`src/rtl/link_on_ctrl.sv`:
```
// Link-state controller: qualifies the filtered LINK_ON level and sequences DOWN/WAIT/UP/HOLD.
// Define LINK_ON_CTRL_RX_GATE_EARLY_EN to drop rx_en on the first low sample seen in UP.
module link_on_ctrl #(
   parameter int ON_CNT   = 25000,
   parameter int OFF_CNT  = 250,
   parameter int HOLD_CNT = 2500,
   parameter int CNT_W    = 16,
   parameter int ERR_W    = 8
) (
   input  logic             clk,
   input  logic             rst_n,
   input  logic             link_on,
   input  logic             force_down,
   output logic             link_up,
   output logic             rx_en,
   output logic             link_lost,
   output logic [ERR_W-1:0] loss_cnt,
   output logic [1:0]       state
);

   typedef enum logic [1:0] {
      S_DOWN = 2'd0,
      S_WAIT = 2'd1,
      S_UP   = 2'd2,
      S_HOLD = 2'd3
   } state_t;

   localparam logic [CNT_W-1:0] ON_LIM   = CNT_W'(ON_CNT);
   localparam logic [CNT_W-1:0] OFF_LIM  = CNT_W'(OFF_CNT);
   localparam logic [CNT_W-1:0] HOLD_LIM = CNT_W'(HOLD_CNT);
   localparam logic [ERR_W-1:0] LOSS_MAX = '1;

   state_t           state_q, state_d;
   logic [CNT_W-1:0] cnt_q, cnt_d, cnt_inc;
   logic             link_up_d, rx_en_d, link_lost_d;
   logic [ERR_W-1:0] loss_cnt_d;

   assign cnt_inc = cnt_q + CNT_W'(1);
   assign state   = state_q;

   always_comb begin
      // NOTE: every signal gets a default before the case so no path leaves it unassigned (no latch).
      state_d     = state_q;
      cnt_d       = cnt_q;
      link_up_d   = link_up;
      rx_en_d     = rx_en;
      link_lost_d = 1'b0;
      loss_cnt_d  = loss_cnt;

      case (state_q)
         S_DOWN: begin
            cnt_d     = '0;
            link_up_d = 1'b0;
            rx_en_d   = 1'b0;
            if (link_on && !force_down) begin
               if (ON_CNT == 1) begin
                  state_d   = S_UP;
                  link_up_d = 1'b1;
                  rx_en_d   = 1'b1;
               end else begin
                  state_d = S_WAIT;
                  cnt_d   = CNT_W'(1);
               end
            end
         end

         S_WAIT: begin
            if (force_down || !link_on) begin
               state_d = S_DOWN;
               cnt_d   = '0;
            end else if (cnt_inc == ON_LIM) begin
               state_d   = S_UP;
               cnt_d     = '0;
               link_up_d = 1'b1;
               rx_en_d   = 1'b1;
            end else begin
               cnt_d = cnt_inc;
            end
         end

         S_UP: begin
            // In UP the shared counter tracks consecutive low samples.
            if (force_down) begin
               state_d   = S_HOLD;
               cnt_d     = '0;
               link_up_d = 1'b0;
               rx_en_d   = 1'b0;
            end else if (!link_on) begin
               if (cnt_inc == OFF_LIM) begin
                  state_d     = S_HOLD;
                  cnt_d       = '0;
                  link_up_d   = 1'b0;
                  rx_en_d     = 1'b0;
                  link_lost_d = 1'b1;
                  if (loss_cnt != LOSS_MAX) loss_cnt_d = loss_cnt + ERR_W'(1);
               end else begin
                  cnt_d = cnt_inc;
`ifdef LINK_ON_CTRL_RX_GATE_EARLY_EN
                  rx_en_d = 1'b0;
`else
                  rx_en_d = 1'b1;
`endif
               end
            end else begin
               cnt_d   = '0;
               rx_en_d = 1'b1;
            end
         end

         S_HOLD: begin
            // force_down keeps restarting the hold-off so it always runs HOLD_CNT clean cycles.
            if (force_down) begin
               cnt_d = '0;
            end else if (cnt_inc == HOLD_LIM) begin
               state_d = S_DOWN;
               cnt_d   = '0;
            end else begin
               cnt_d = cnt_inc;
            end
         end

         default: begin
            state_d   = S_DOWN;
            cnt_d     = '0;
            link_up_d = 1'b0;
            rx_en_d   = 1'b0;
         end
      endcase
   end

   // NOTE: sequential state uses non-blocking assignments so all registers update from pre-edge values.
   always_ff @(posedge clk or negedge rst_n) begin
      if (!rst_n) begin
         state_q   <= S_DOWN;
         cnt_q     <= '0;
         link_up   <= 1'b0;
         rx_en     <= 1'b0;
         link_lost <= 1'b0;
         loss_cnt  <= '0;
      end else begin
         state_q   <= state_d;
         cnt_q     <= cnt_d;
         link_up   <= link_up_d;
         rx_en     <= rx_en_d;
         link_lost <= link_lost_d;
         loss_cnt  <= loss_cnt_d;
      end
   end

endmodule

```
`config.mk`:
```
export PLATFORM = sky130hd
export DESIGN_NAME = link_on_ctrl
export DESIGN_NICKNAME = d
export VERILOG_FILES = /design/src/rtl/link_on_ctrl.sv
export SDC_FILE = /design/constraint.sdc
export NUM_CORES = 1
export LEC_CHECK = 0
export BUFFER_PORTS_ARGS = -buffer_cell sky130_fd_sc_hd__clkbuf_2
export CAP_MARGIN = 20
export CORE_ASPECT_RATIO = 1.75
export CORE_UTILIZATION = 53
export CTS_CLUSTER_SIZE = 16
export DETAILED_ROUTE_END_ITERATION = 8
export PLACE_DENSITY = 0.85
export SETUP_SLACK_MARGIN = 0.3
export SKIP_LAST_GASP = 1
export SYNTH_ARGS = -nofsm -noshare
export SYNTH_HDL_FRONTEND = slang
export SYNTH_SLANG_ARGS = --single-unit
```
`constraint.sdc`:
```
create_clock -name clk -period 2.3 [get_ports clk]
set_clock_uncertainty 0.05 [all_clocks]
set_input_delay 0.115 -clock clk [delete_from_list [all_inputs] [get_ports clk]]
set_output_delay 0.115 -clock clk [all_outputs]
set_load 0.01 [all_outputs]
```
==> flow_summary.toml <==
[synth]
synth_seq_area_share = 0.400
synth_cell_type_count = 48
synthCells = 189
synth_top_area_frac = 0.400
ys.flop_type = "dfrtp_1"
yosysTopAreaCell = "dfrtp_1"
synth_edf_count = 0
async_flop_share = 1.00
netlist_area_um2 = 1810
avgSynthCellArea_um2 = 9.59
syn-num-nets = 200
synth_top_cells_by_area = "dfrtp_1, xnor2_1, nor2_1"
ys_ff_latch = 29
ys.warnings.count = 0

[critical_path]
worstPathMaxFanout = 4
critPathLaunchType = "register"
crit_type = "reg2reg"
regToRegStartpoint = "cnt_q[1]$_DFF_PN0_"
cp.required_ns = 2.46
worst-path-buf-inv = 3
endpoint_kind = "register"
cp_top_family = "simple AND/OR/NAND/NOR gates"
critical_path.cell_chain = "nand3_4, buf_4, nor4_4, xnor2_2, buf_4, nor4_4, buf_4, nand3_4, a211oi_2, o32a_1"
crit_path_frequent_cell = "buf_4"
cp_slowest_cell = "dfrtp_2"
slowest_delay_ns = 0.45
critical_path_arrival_ns = 2.88
crit_start = "cnt_q[1]$_DFF_PN0_"

[timing]
setup_ws_ns = -0.420
worst_slew_pin_slew_ns = 0.753
slew_violations = 0
relSlewSlack = 0.498
period_minus_slack_ns = 2.72
final_hold_viol_count = 0
grt_setup_unrepaired = "true"
whs_ns = 0.0812
finalSetupViolations = 28
max_clock_freq_mhz = 368
fin_crit_sh = 1.18
setup_tns_ns = -7.09

[detailed_routing]
drcViolationCount = 0
vias = 1877
first_pass_iters = 5
drt_iter0_drc = 106
finalWirelength_um = 6670
drt.antenna.violating_nets = 0
viasPerCell = 6.15
wl_per_cell_um = 21.9

[pwr]
irDropWorstVdd_v = 0.000446
power_frac_comb = 0.084
switching_share = 0.257
p_total_mw = 1.02
seqPwrFrac = 0.511
power.density_nw_per_um2 = 365
p_int_mw = 0.761
p_clk_frac = 0.404
netSwitchingPower_mw = 0.263
p_leak_nw = 1.29

[place]
gp_congestion = 0.884
io_buffers = 16
hpwl_um = 3380

[floorplanning]
dieArea_um2 = 3670
io_pins = 17
rows = 27
start_util = 0.565
core_um2 = 3210
fp.dieW_um = 46.2
die-height_um = 79.4

[cells_and_area]
area_delta_synth_final_pct = 54.7
fin_nets = 272
seqCellArea_um2 = 729
multi_input_area_um2 = 1350
fill_cells = 143
diodes = 0
final_layout_size_suffix_gt1_frac = 0.469

[global_routing]
grt_use_met3 = 0.0588
busiest_layer = "met2"
grtUsageMet2 = 0.551
grt-ovfl-total = 0
grt_max_degree = 30
grt_pass1_wl_um = 8270
grt_pass1_vias = 1749
grt_util_met1 = 0.336
grt_use_total = 0.319
antenna_found_initial = 0

[flow_run]
max-cap-violations = 0

[clock_network]
clk_latency_ns = 0.29
htreeDepth = 2
clock_sinks = 29
cts_tree = "yes"
cts.path.max_buffers = 2
path_clk_slew_ns = 0.07
cts_root_buffer = "clkbuf_8"
cts_buffers = 5

[status]
violations = "negative setup slack"
outcome = "finished, violations left"

[min_path]
min_path_type = "in2reg"
hold_start = "force_down"
==> power by group through the flow <==
stage                     logic (mW)  registers [mW]  clock network, mW
after global placement        0.0678           0.532                  0
after CTS                     0.0790           0.523              0.413
after global routing          0.0918           0.524              0.442
after floorplan               0.0333           0.533                  0
after detailed placement      0.0702           0.533                  0
final                         0.0864           0.524              0.414
==> metrics by stage <==
| stage | std cells | util | cell area (um2) | worst slack [ns] |
|---|---|---|---|---|
| floorplan | 189 | - | 1930 | -0.0450 |
| global placement | 278 | 0.714 | 2290 | -0.126 |
| detailed placement | 278 | 0.714 | 2290 | -0.172 |
| CTS | 298 | 0.808 | 2590 | -0.138 |
| global route | 305 | 0.874 | 2800 | -0.538 |
| finish | 305 | 0.874 | 2800 | -0.420 |
==> cell usage after synthesis (all sizes together) (2+ instances only) <==
cell type / n
buf: 6
and3: 7
xnor2: 15
ha: 7
and2: 3
a311oi: 2
nor2: 24
and4: 2
inv: 8
dfrtp: 29
o31a: 2
nor2b: 3
mux2i: 3
or2: 4
a31oi: 4
a21oi: 3
o21ai: 4
nor3: 4
xor2: 6
nand4: 3
nor4: 6
a22oi: 2
nand3: 14
nor3b: 2
nand2: 11
==> path summary, 6_finish.rpt <==
path	endpoint	slack (ns)	depth (start not counted)
max	link_up$_DFFE_PN0P_	-0.42	10
min	cnt_q[0]$_DFF_PN0_	0.08	2
max reg2reg	link_up$_DFFE_PN0P_	-0.42	10
min reg2reg	loss_cnt[6]$_DFFE_PN0P_	0.45	1
max in group asynchronous	cnt_q[3]$_DFF_PN0_	1.29	2
min in group asynchronous	state[0]$_DFFE_PN0P_	0.37	2
==> cells in the final DEF, fill, tap and decap left out, types with 3 or more instances in the layout <==
cell type	netlist	routed
dfrtp_1	29	26
inv_1	8	8
xnor2_1	15	11
buf_6	1	10
o21ai_0	4	3
nor2_1	24	24
buf_4	1	42
nor2b_1	3	3
nand3_1	14	6
dfrtp_2	0	3
nand2_1	11	10
clkbuf_8	0	5
and3_1	7	7
nand3_4	0	5
xor2_1	6	6
xnor2_2	0	4
nor4_4	0	6
or2_2	3	3
mux2i_1	3	3
ha_1	7	6
clkbuf_2	0	16
nand3_2	0	3
==> cell families (layout without fill, tap and decap cells) <==
group	count (synthesis)	in the layout	synth area share
AO/OA/AOI/OAI	24	24	0.106
XOR/XNOR	21	21	0.101
adder cells (fa/ha/maj)	7	7	0.0483
buffers and inverters	14	87	0.0380
flip-flops	29	29	0.400
multiplexers	4	4	0.0228
AND/OR/NAND/NOR	90	90	0.284
==> final cells by class <==
cell class / count / area share
Multi-Input combinational cell: 146 / 0.480
Sequential cell: 29 / 0.260
Timing Repair Buffer: 71 / 0.199
Clock buffer: 5 / 0.0245
Tap cell: 43 / 0.0192
Inverter: 8 / 0.0107
Clock inverter: 3 / 0.00625
==> routing by layer <==
layer  vias to the layer above  wire length (um)
li1                        819                 -
met1                       932              2330
met2                        95              3630
met3                        31               381
met4                         0               322
met5                         -                 0
==> sequential cells by signal, summed over array words and instances, names as in the netlist, named ones only <==
signal     flops
link_lost      1
rx_en          1
state          1
loss_cnt       8
cnt_q         16
link_up        1
==> repair_timing <==
item,CTS,global route
buffers inserted,11,7
endpoints found under the hold margin,29,0
hold buffers,1,0
endpoints found under the setup margin,29,29
pin swaps,16,16
resized for setup,23,23
Note: power is estimated with default switching activity, not from simulation.
